## config.mk

```make
export PLATFORM = sky130hd
export DESIGN_NAME = interrupt_controller
export DESIGN_NICKNAME = d
export VERILOG_FILES = /design/src/rtl/interrupt_controller.sv
export SDC_FILE = /design/constraint.sdc
export NUM_CORES = 1
export LEC_CHECK = 0
export CAP_MARGIN = 20
export CORE_ASPECT_RATIO = 1.75
export CORE_MARGIN = 8
export CORE_UTILIZATION = 35
export CTS_BUF_LIST = sky130_fd_sc_hd__clkbuf_4 sky130_fd_sc_hd__clkbuf_8
export DETAILED_ROUTE_END_ITERATION = 10
export GPL_TIMING_DRIVEN = 0
export PLACE_DENSITY = 0.66
export SYNTH_ARGS = -nofsm -noshare
export SYNTH_HDL_FRONTEND = slang
export SYNTH_SLANG_ARGS = --single-unit
```

## constraint.sdc

```tcl
create_clock -name clk -period 5 [get_ports clk]
set_input_delay 0.75 -clock clk [delete_from_list [all_inputs] [get_ports clk]]
set_output_delay 0.75 -clock clk [all_outputs]
set_load 0.01 [all_outputs]
```

## src/rtl/interrupt_controller.sv

```systemverilog
// interrupt_controller
// Prioritised, vectored interrupt controller. Rising edges on int_e latch
// into PEND. A pending, enabled line that is not in service is eligible, and
// the lowest index among them wins. When the controller is idle and the
// winner outranks every level already in service, it raises int_req with a
// frozen int_id/int_vector until the CPU acknowledges. INSV tracks nested
// levels, and reti retires the highest-priority one (the lowest set bit).
module interrupt_controller #(
   parameter int          N_INT        = 8,
   parameter int          VEC_STRIDE   = 4,
   parameter logic [15:0] VEC_BASE_RST = 16'h0010
) (
   input  logic                     clk,
   input  logic                     reset,
   input  logic [N_INT-1:0]         int_e,
   input  logic                     we,
   input  logic [1:0]               addr,
   input  logic [15:0]              wdata,
   output logic [15:0]              rdata,
   input  logic                     int_ack,
   input  logic                     int_ret,
   output logic                     int_req,
   output logic [15:0]              int_vector,
   output logic [$clog2(N_INT)-1:0] int_id
);

   localparam int          ID_W     = $clog2(N_INT);
   localparam logic [15:0] STRIDE_W = 16'(VEC_STRIDE);
   localparam logic [1:0]  A_MASK   = 2'd0;
   localparam logic [1:0]  A_PEND   = 2'd1;
   localparam logic [1:0]  A_INSV   = 2'd2;
   localparam logic [1:0]  A_VBASE  = 2'd3;

   typedef enum logic {
      ST_IDLE = 1'b0,
      ST_REQ  = 1'b1
   } state_t;

   // Index of the lowest set bit, which is the highest priority; returns 0 for an empty vector.
   function automatic logic [ID_W-1:0] lowest_idx(input logic [N_INT-1:0] v);
      logic [ID_W-1:0] idx;
      idx = {ID_W{1'b0}};
      for (int i = N_INT - 1; i >= 0; i--) begin
         idx = v[i] ? ID_W'(i) : idx;
      end
      return idx;
   endfunction

   // One-hot mask of the lowest set bit; returns zero for an empty vector.
   function automatic logic [N_INT-1:0] lowest_bit(input logic [N_INT-1:0] v);
      return v & (~v + {{(N_INT-1){1'b0}}, 1'b1});
   endfunction

   state_t           state_r;
   logic [N_INT-1:0] prev_e_r;
   logic [N_INT-1:0] pend_r;
   logic [N_INT-1:0] insv_r;
   logic [N_INT-1:0] mask_r;
   logic             gie_r;
   logic [15:0]      vbase_r;

   logic [N_INT-1:0] edge_s;
   logic [N_INT-1:0] w1c_s;
   logic             ack_take_s;
   logic [N_INT-1:0] ack_bit_s;
   logic [N_INT-1:0] elig_s;
   logic [ID_W-1:0]  win_s;
   logic [ID_W-1:0]  insv_lvl_s;
   logic             requestable_s;
   logic [15:0]      vec_calc_s;
   logic [N_INT-1:0] insv_ret_s;

   // Rising edges only, so a line held high does not re-trigger.
   assign edge_s = int_e & ~prev_e_r;

   // Write-1-to-clear mask for PEND, active only on a PEND write.
   assign w1c_s = (we && (addr == A_PEND)) ? wdata[N_INT-1:0] : {N_INT{1'b0}};

   // An acknowledge counts only while a request is being presented.
   assign ack_take_s = (state_r == ST_REQ) && int_ack;
   assign ack_bit_s  = ack_take_s ? ({{(N_INT-1){1'b0}}, 1'b1} << int_id) : {N_INT{1'b0}};

   // Winner selection with nesting: the winner must strictly outrank the current level.
   assign elig_s        = pend_r & mask_r & ~insv_r & {N_INT{gie_r}};
   assign win_s         = lowest_idx(elig_s);
   assign insv_lvl_s    = lowest_idx(insv_r);
   assign requestable_s = (|elig_s) && ((insv_r == {N_INT{1'b0}}) || (win_s < insv_lvl_s));
   assign vec_calc_s    = vbase_r + (16'(win_s) * STRIDE_W);

   // reti retires the current level first, so a same-cycle ack sets its bit on top of that.
   assign insv_ret_s = int_ret ? (insv_r & ~lowest_bit(insv_r)) : insv_r;

   // Configuration, pending and in-service state.
   always_ff @(posedge clk) begin
      if (reset) begin
         prev_e_r <= {N_INT{1'b0}};
         pend_r   <= {N_INT{1'b0}};
         insv_r   <= {N_INT{1'b0}};
         mask_r   <= {N_INT{1'b0}};
         gie_r    <= 1'b0;
         vbase_r  <= VEC_BASE_RST;
      end else begin
         prev_e_r <= int_e;
         pend_r   <= (pend_r & ~w1c_s & ~ack_bit_s) | edge_s;
         insv_r   <= insv_ret_s | ack_bit_s;
         if (we) begin
            case (addr)
               A_MASK: begin
                  mask_r <= wdata[N_INT-1:0];
                  gie_r  <= wdata[15];
               end
               A_VBASE: vbase_r <= wdata;
               default: begin
               end
            endcase
         end else begin
            mask_r  <= mask_r;
            vbase_r <= vbase_r;
         end
      end
   end

   // Request FSM: latch the winner in IDLE, hold it frozen in REQ until acknowledged.
   always_ff @(posedge clk) begin
      if (reset) begin
         state_r    <= ST_IDLE;
         int_req    <= 1'b0;
         int_vector <= 16'h0000;
         int_id     <= {ID_W{1'b0}};
      end else begin
         case (state_r)
            ST_IDLE: begin
               if (requestable_s) begin
                  state_r    <= ST_REQ;
                  int_req    <= 1'b1;
                  int_id     <= win_s;
                  int_vector <= vec_calc_s;
               end else begin
                  int_req    <= 1'b0;
               end
            end
            ST_REQ: begin
               if (int_ack) begin
                  state_r <= ST_IDLE;
                  int_req <= 1'b0;
               end else begin
                  int_req <= 1'b1;
               end
            end
            default: begin
               state_r <= ST_IDLE;
               int_req <= 1'b0;
            end
         endcase
      end
   end

   // Register read mux; reserved bits read as zero.
   always_comb begin
      rdata = 16'h0000;
      case (addr)
         A_MASK:  rdata = {gie_r, {(15-N_INT){1'b0}}, mask_r};
         A_PEND:  rdata = {{(16-N_INT){1'b0}}, pend_r};
         A_INSV:  rdata = {{(16-N_INT){1'b0}}, insv_r};
         A_VBASE: rdata = vbase_r;
         default: rdata = 16'h0000;
      endcase
   end

endmodule

```

# Word-level counts from Yosys, hierarchy flattened
# Cells that the tools add are included.
# W data, S select, Z words.
[totals]
register_bits = 69
inputBits = 31
output_inout_bits = 36
[op_classes]
add_sub_neg = 2
n_lt_le_gt_ge = 1
n_eq_ne = 3
n_shift = 1
muxes = 23
n_bitwise = 16
n_reduce_logical = 10
[ops]
columns = ["op", "n"]
rows = [
  ["$and A8 B8 Y8", 8],
  ["$pmux W16 S4", 1],
  ["$mux W3", 16],
  ["$not A8 Y8", 5],
  ["$mux W8", 3],
  ["$add A16 B5 Y16", 1],
  ["$or A8 B8 Y8", 2],
  ["$add A8 B1 Y8 const B", 1],
  ["$logic_not A8 Y1", 1],
  ["$reduce_or A8 Y1", 1],
  ["$shl A1 B3 Y8 const A", 1],
  ["$reduce_and A2 Y1", 3],
  ["$eq A2 B2 Y1 const B", 2],
  ["$logic_and A1 B1 Y1", 3],
  ["$lt A3 B3 Y1", 1],
  ["$eq A2 B1 Y1 const B", 1],
  ["$logic_not A2 Y1", 1],
  ["$mux W1", 2],
  ["$pmux W1 S2", 1],
  ["$logic_or A1 B1 Y1", 1],
  ["$not A1 Y1", 1],
]

# Depth between registers and ports, before layout
[depth]
ltp_word = 16
mapped_depth = 13
ltp_nobuf = 12

# Worst setup path before layout
# Ideal clock, no wire load.
[synth_path]
path_type = "reg2reg"
from = "reg gie_r"
to = "reg int_vector[10]"
t_arrival_ns = 2.474
required_ns = 4.878
path_slack_ns = 2.404
stages_incl_launch_ff = 13
n_path_buf = 3
period_less_slack_ns = 2.596
path_cell_list = "dfxtp_1 > buf_6 > nand4b_1 > and4_1 > buf_6 > and2_2 > ha_1 > o21a_1 > o22ai_1 > o21a_2 > buf_6 > nand2_2 > o311a_1"
[synth_via]
elab_chain_cells = 13
[synth_lines]
columns = ["item", "line_no", "text"]
rows = [
  ["start: declaration", "59", "logic gie_r;"],
  ["start signal: assignment", "110", "gie_r <= wdata[15];"],
  ["$and A8 B8 Y8 (*)", "84", "assign elig_s = pend_r & mask_r & ~insv_r & {N_INT{gie_r}};"],
  ["branches (longest 12 deep; another with $add A16 B5 Y16)", "n/a", ""],
  ["end signal: assignment", "137", "int_vector <= vec_calc_s;"],
  ["end: declaration", "23", "output logic [15:0] int_vector,"],
]
# Every way passes the cells marked *.
# A chain may end at the register's enable or synchronous reset.

# Final worst setup path
[layout_path]
from = "in addr[0]"
to = "out rdata[3]"
[layout_via]
elab_chain_cells = 2
[layout_lines]
columns = ["item", "line_no", "text"]
rows = [
  ["start: declaration", "17", "input logic [1:0] addr,"],
  ["$eq A2 B2 Y1, or another cell as far along", "161", "case (addr)"],
  ["$pmux W16 S4 (*)", "161", ""],
  ["end: declaration", "19", "output logic [15:0] rdata,"],
]
# Mark *: on every way between the ends. The rest lies on a longest branch, timed or not.

==> run metrics <==
filler instances 1,013; Min-Delay Path Class reg2reg; dpl cell area 4250 µm²; chip height 147 µm; WP data required 4.25 ns; Synthesized Nets 446; Final Hold Vio Count 0; Post-CTS Repair Setup Buffers 0; period utilization 0.768; worst slew pin tran 0.672 ns; initial antenna violation count 0; gr usage total 0.160; RR Startpoint gie_r; critical path class in2out; share of cells above drive strength 1 0.0896; CP startpoint addr[0]; # DRC 0; Hold EP mask_r[7]; sequential element share of the synthesized area 0.402; drt pass-1 iters 4; die area 13,400 µm²; nets 522; Achievable Freq 0.261 GHz; Die Wd 90.9 µm; Initial Util 0.354; Final setup viols 0; FP Rows 48; Clk Latency, worst-skew pair 0.36 ns; Yosys reg bits 69; Synth Warn # 0; register area 1380 µm²; slowest CP cell mux4_2; Crit. End Element primary output; Hold WS 0.474 ns; DP HPWL 8430 µm; vias in the first global route 3,268; R2R depth 12; Post-Syn Area per Cell 8.39 µm²; Slew Viols, Final 0; area of the multi-input gates 1850 µm²; via count 3,261; Cell Chain, Critical Path clkdlybuf4s50_1 > buf_2 > clkbuf_1 > mux4_2 > clkdlybuf4s50_1; Post-CTS Resized 0; Core Area 9730 µm²; Setup TNS 0 ns; dominant synthesized flop cell dfxtp_1; clock buffer depth 2; via/cell ratio 5.29; asr flop ratio synth 0; Post-CTS Hold Buffers 0; crit path launch type input port; share of the synthesized area in the top cell type 0.402; largest cells by area after synthesis dfxtp_1 40%, nand2_1 8.9%, a21oi_1 7.6%; # clock sinks 69; Ant. Diodes 0; grt total ovfl 0; Area Growth Syn to Fin 29.0%; signal arrival time at the worst endpoint 3.09 ns; CP max FO 10; routed wire length 10,500 µm; Post-Synthesis Cells 410; Power Dens Cells 257 nW/µm²; relative slew slack 0.548; clock skew 0.00946 ns; Post-synth EDFFs 0; maximum vdd ir drop 0.000194 V; clk slew on worst S/H paths 0.06 ns; max-cap viol count 0; RD Place Congestion 0.922; final worst path period need 3.84 ns; worst r2r dst int_vector[12]; min-delay src mask_r[7]; CTS buffer count 9; cell area after synthesis 3440 µm²; H-tree depth 3; worst hold path depth 2; largest net degree at the start of global routing 13; # port buffers 65; status completed; Routed Antenna Nets 0; area leader, netlist dfxtp_1; TritonCTS clock tree built; crit-path max cell delay 0.60 ns; post-route cell area 4440 µm²; wire length per cell 17.0 µm; synth unique cells 50; CTS Root Cell clkbuf_8; Most common cell on crit path clkdlybuf4s50_1; starting DRC count in detailed routing 235; IO Count 67; first-pass GRT wire length 16,700 µm; Leak Pwr 1.60 nW; reg2reg setup slack 1.91 ns; RSZ-0062 raised after global routing no
## synthesized netlist by cell type (3+ instances only)
library cell  number
nor3_1             4
nor2b_1           10
a211oi_1          10
and3_1            10
inv_1             18
clkbuf_1          13
nor2_1            18
nand4_1            5
nand4b_1           7
a21o_1             4
nand3_1           15
mux4_2             7
nand2_1           82
a21oi_1           52
xnor2_1            9
a32oi_1            8
and4_1             3
o21a_1             4
buf_2              4
ha_1               4
dfxtp_1           69
buf_6              6
o21ai_0           13
## sequential cells by signal, summed over array words and instances (netlist names)
| signal | cells |
|---|---|
| pend_r | 8 |
| int_vector | 16 |
| prev_e_r | 8 |
| int_id | 3 |
| vbase_r | 16 |
| insv_r | 8 |
| mask_r | 8 |
| state_r | 1 |
| gie_r | 1 |
## placed cells by master (no fill, tap or decap), types with 2 or more instances in the layout
master	instances
nor3b_1	2
dfxtp_1	69
nand3_1	15
nand4_1	5
buf_2	4
a311oi_1	2
mux4_2	7
a211oi_1	10
xnor2_1	9
clkdlybuf4s50_1	65
a21oi_2	2
or3_1	2
a21oi_1	52
nand2_1	82
o21ai_0	13
o21a_1	4
buf_6	6
and3_1	10
a32oi_1	8
nand2b_1	2
ha_1	4
nor2_1	18
o22ai_1	2
clkbuf_1	13
nand4b_1	7
clkbuf_8	9
nor3_1	4
inv_1	18
nor2b_1	10
and3b_1	2
clkinv_2	4
a21o_1	4
and4_1	3
o311a_1	2
## layer usage
metal | GRT usage | vias to the layer above | routed length [µm]
met3 | 0.0393 | 31 | 609
met5 | 0 | - | 0
li1 | - | 1613 | -
met1 | 0.150 | 1520 | 3630
met2 | 0.300 | 97 | 5810
met4 | 0.0940 | 0 | 441
## worst max-delay path by stage
stage               slack, ns  cells past startpoint        endpoint
floorplan                2.40                     12  int_vector[10]
global placement         1.14                      5        rdata[3]
detailed placement       1.14                      5        rdata[3]
CTS                      1.13                      5        rdata[3]
global route             1.04                      5        rdata[3]
finish                   1.16                      5        rdata[3]
## area by class of cell
cell class | count | area share
clock inverter | 7 | 0.0149
buffer | 24 | 0.0316
inverter | 18 | 0.0152
timing repair buffer | 65 | 0.147
sequential | 69 | 0.311
multi-input combinational | 299 | 0.417
clock buffer | 9 | 0.0279
tap | 125 | 0.0353
## power breakdown
group	leakage, nW	internal, W	switching [W]
clock network	0.0987	0.000227	0.000221
logic	0.940	0.0000561	0.0000558
registers	0.562	0.000566	0.0000143
total	1.60	0.000849	0.000291
## through the flow
stage	power, W	util	cells	setup slack, ns
floorplan	0.000643	-	410	2.40
global placement	0.000702	0.436	600	1.14
detailed placement	0.000704	0.436	600	1.14
CTS	0.00115	0.456	616	1.13
global route	0.00119	0.456	616	1.04
finish	0.00114	0.456	616	1.16
## critical path, delay by kind of cell
| family | cells | cell delay, ns |
|---|---|---|
| buffers and inverters | 4 | 1.73 |
| multiplexers | 1 | 0.60 |
## cells by family (layout without fill, tap and decap cells)
| group | Yosys count | count (layout) | share of synthesized area |
|---|---|---|---|
| simple gates | 169 | 169 | 0.243 |
| compound gates | 108 | 108 | 0.198 |
| flops | 69 | 69 | 0.402 |
| buf+inv | 42 | 123 | 0.0604 |
| xor+xnor | 9 | 9 | 0.0229 |
| mux | 8 | 8 | 0.0535 |
| fa+ha+maj | 5 | 5 | 0.0204 |
Power figures use the tool's default switching activity.
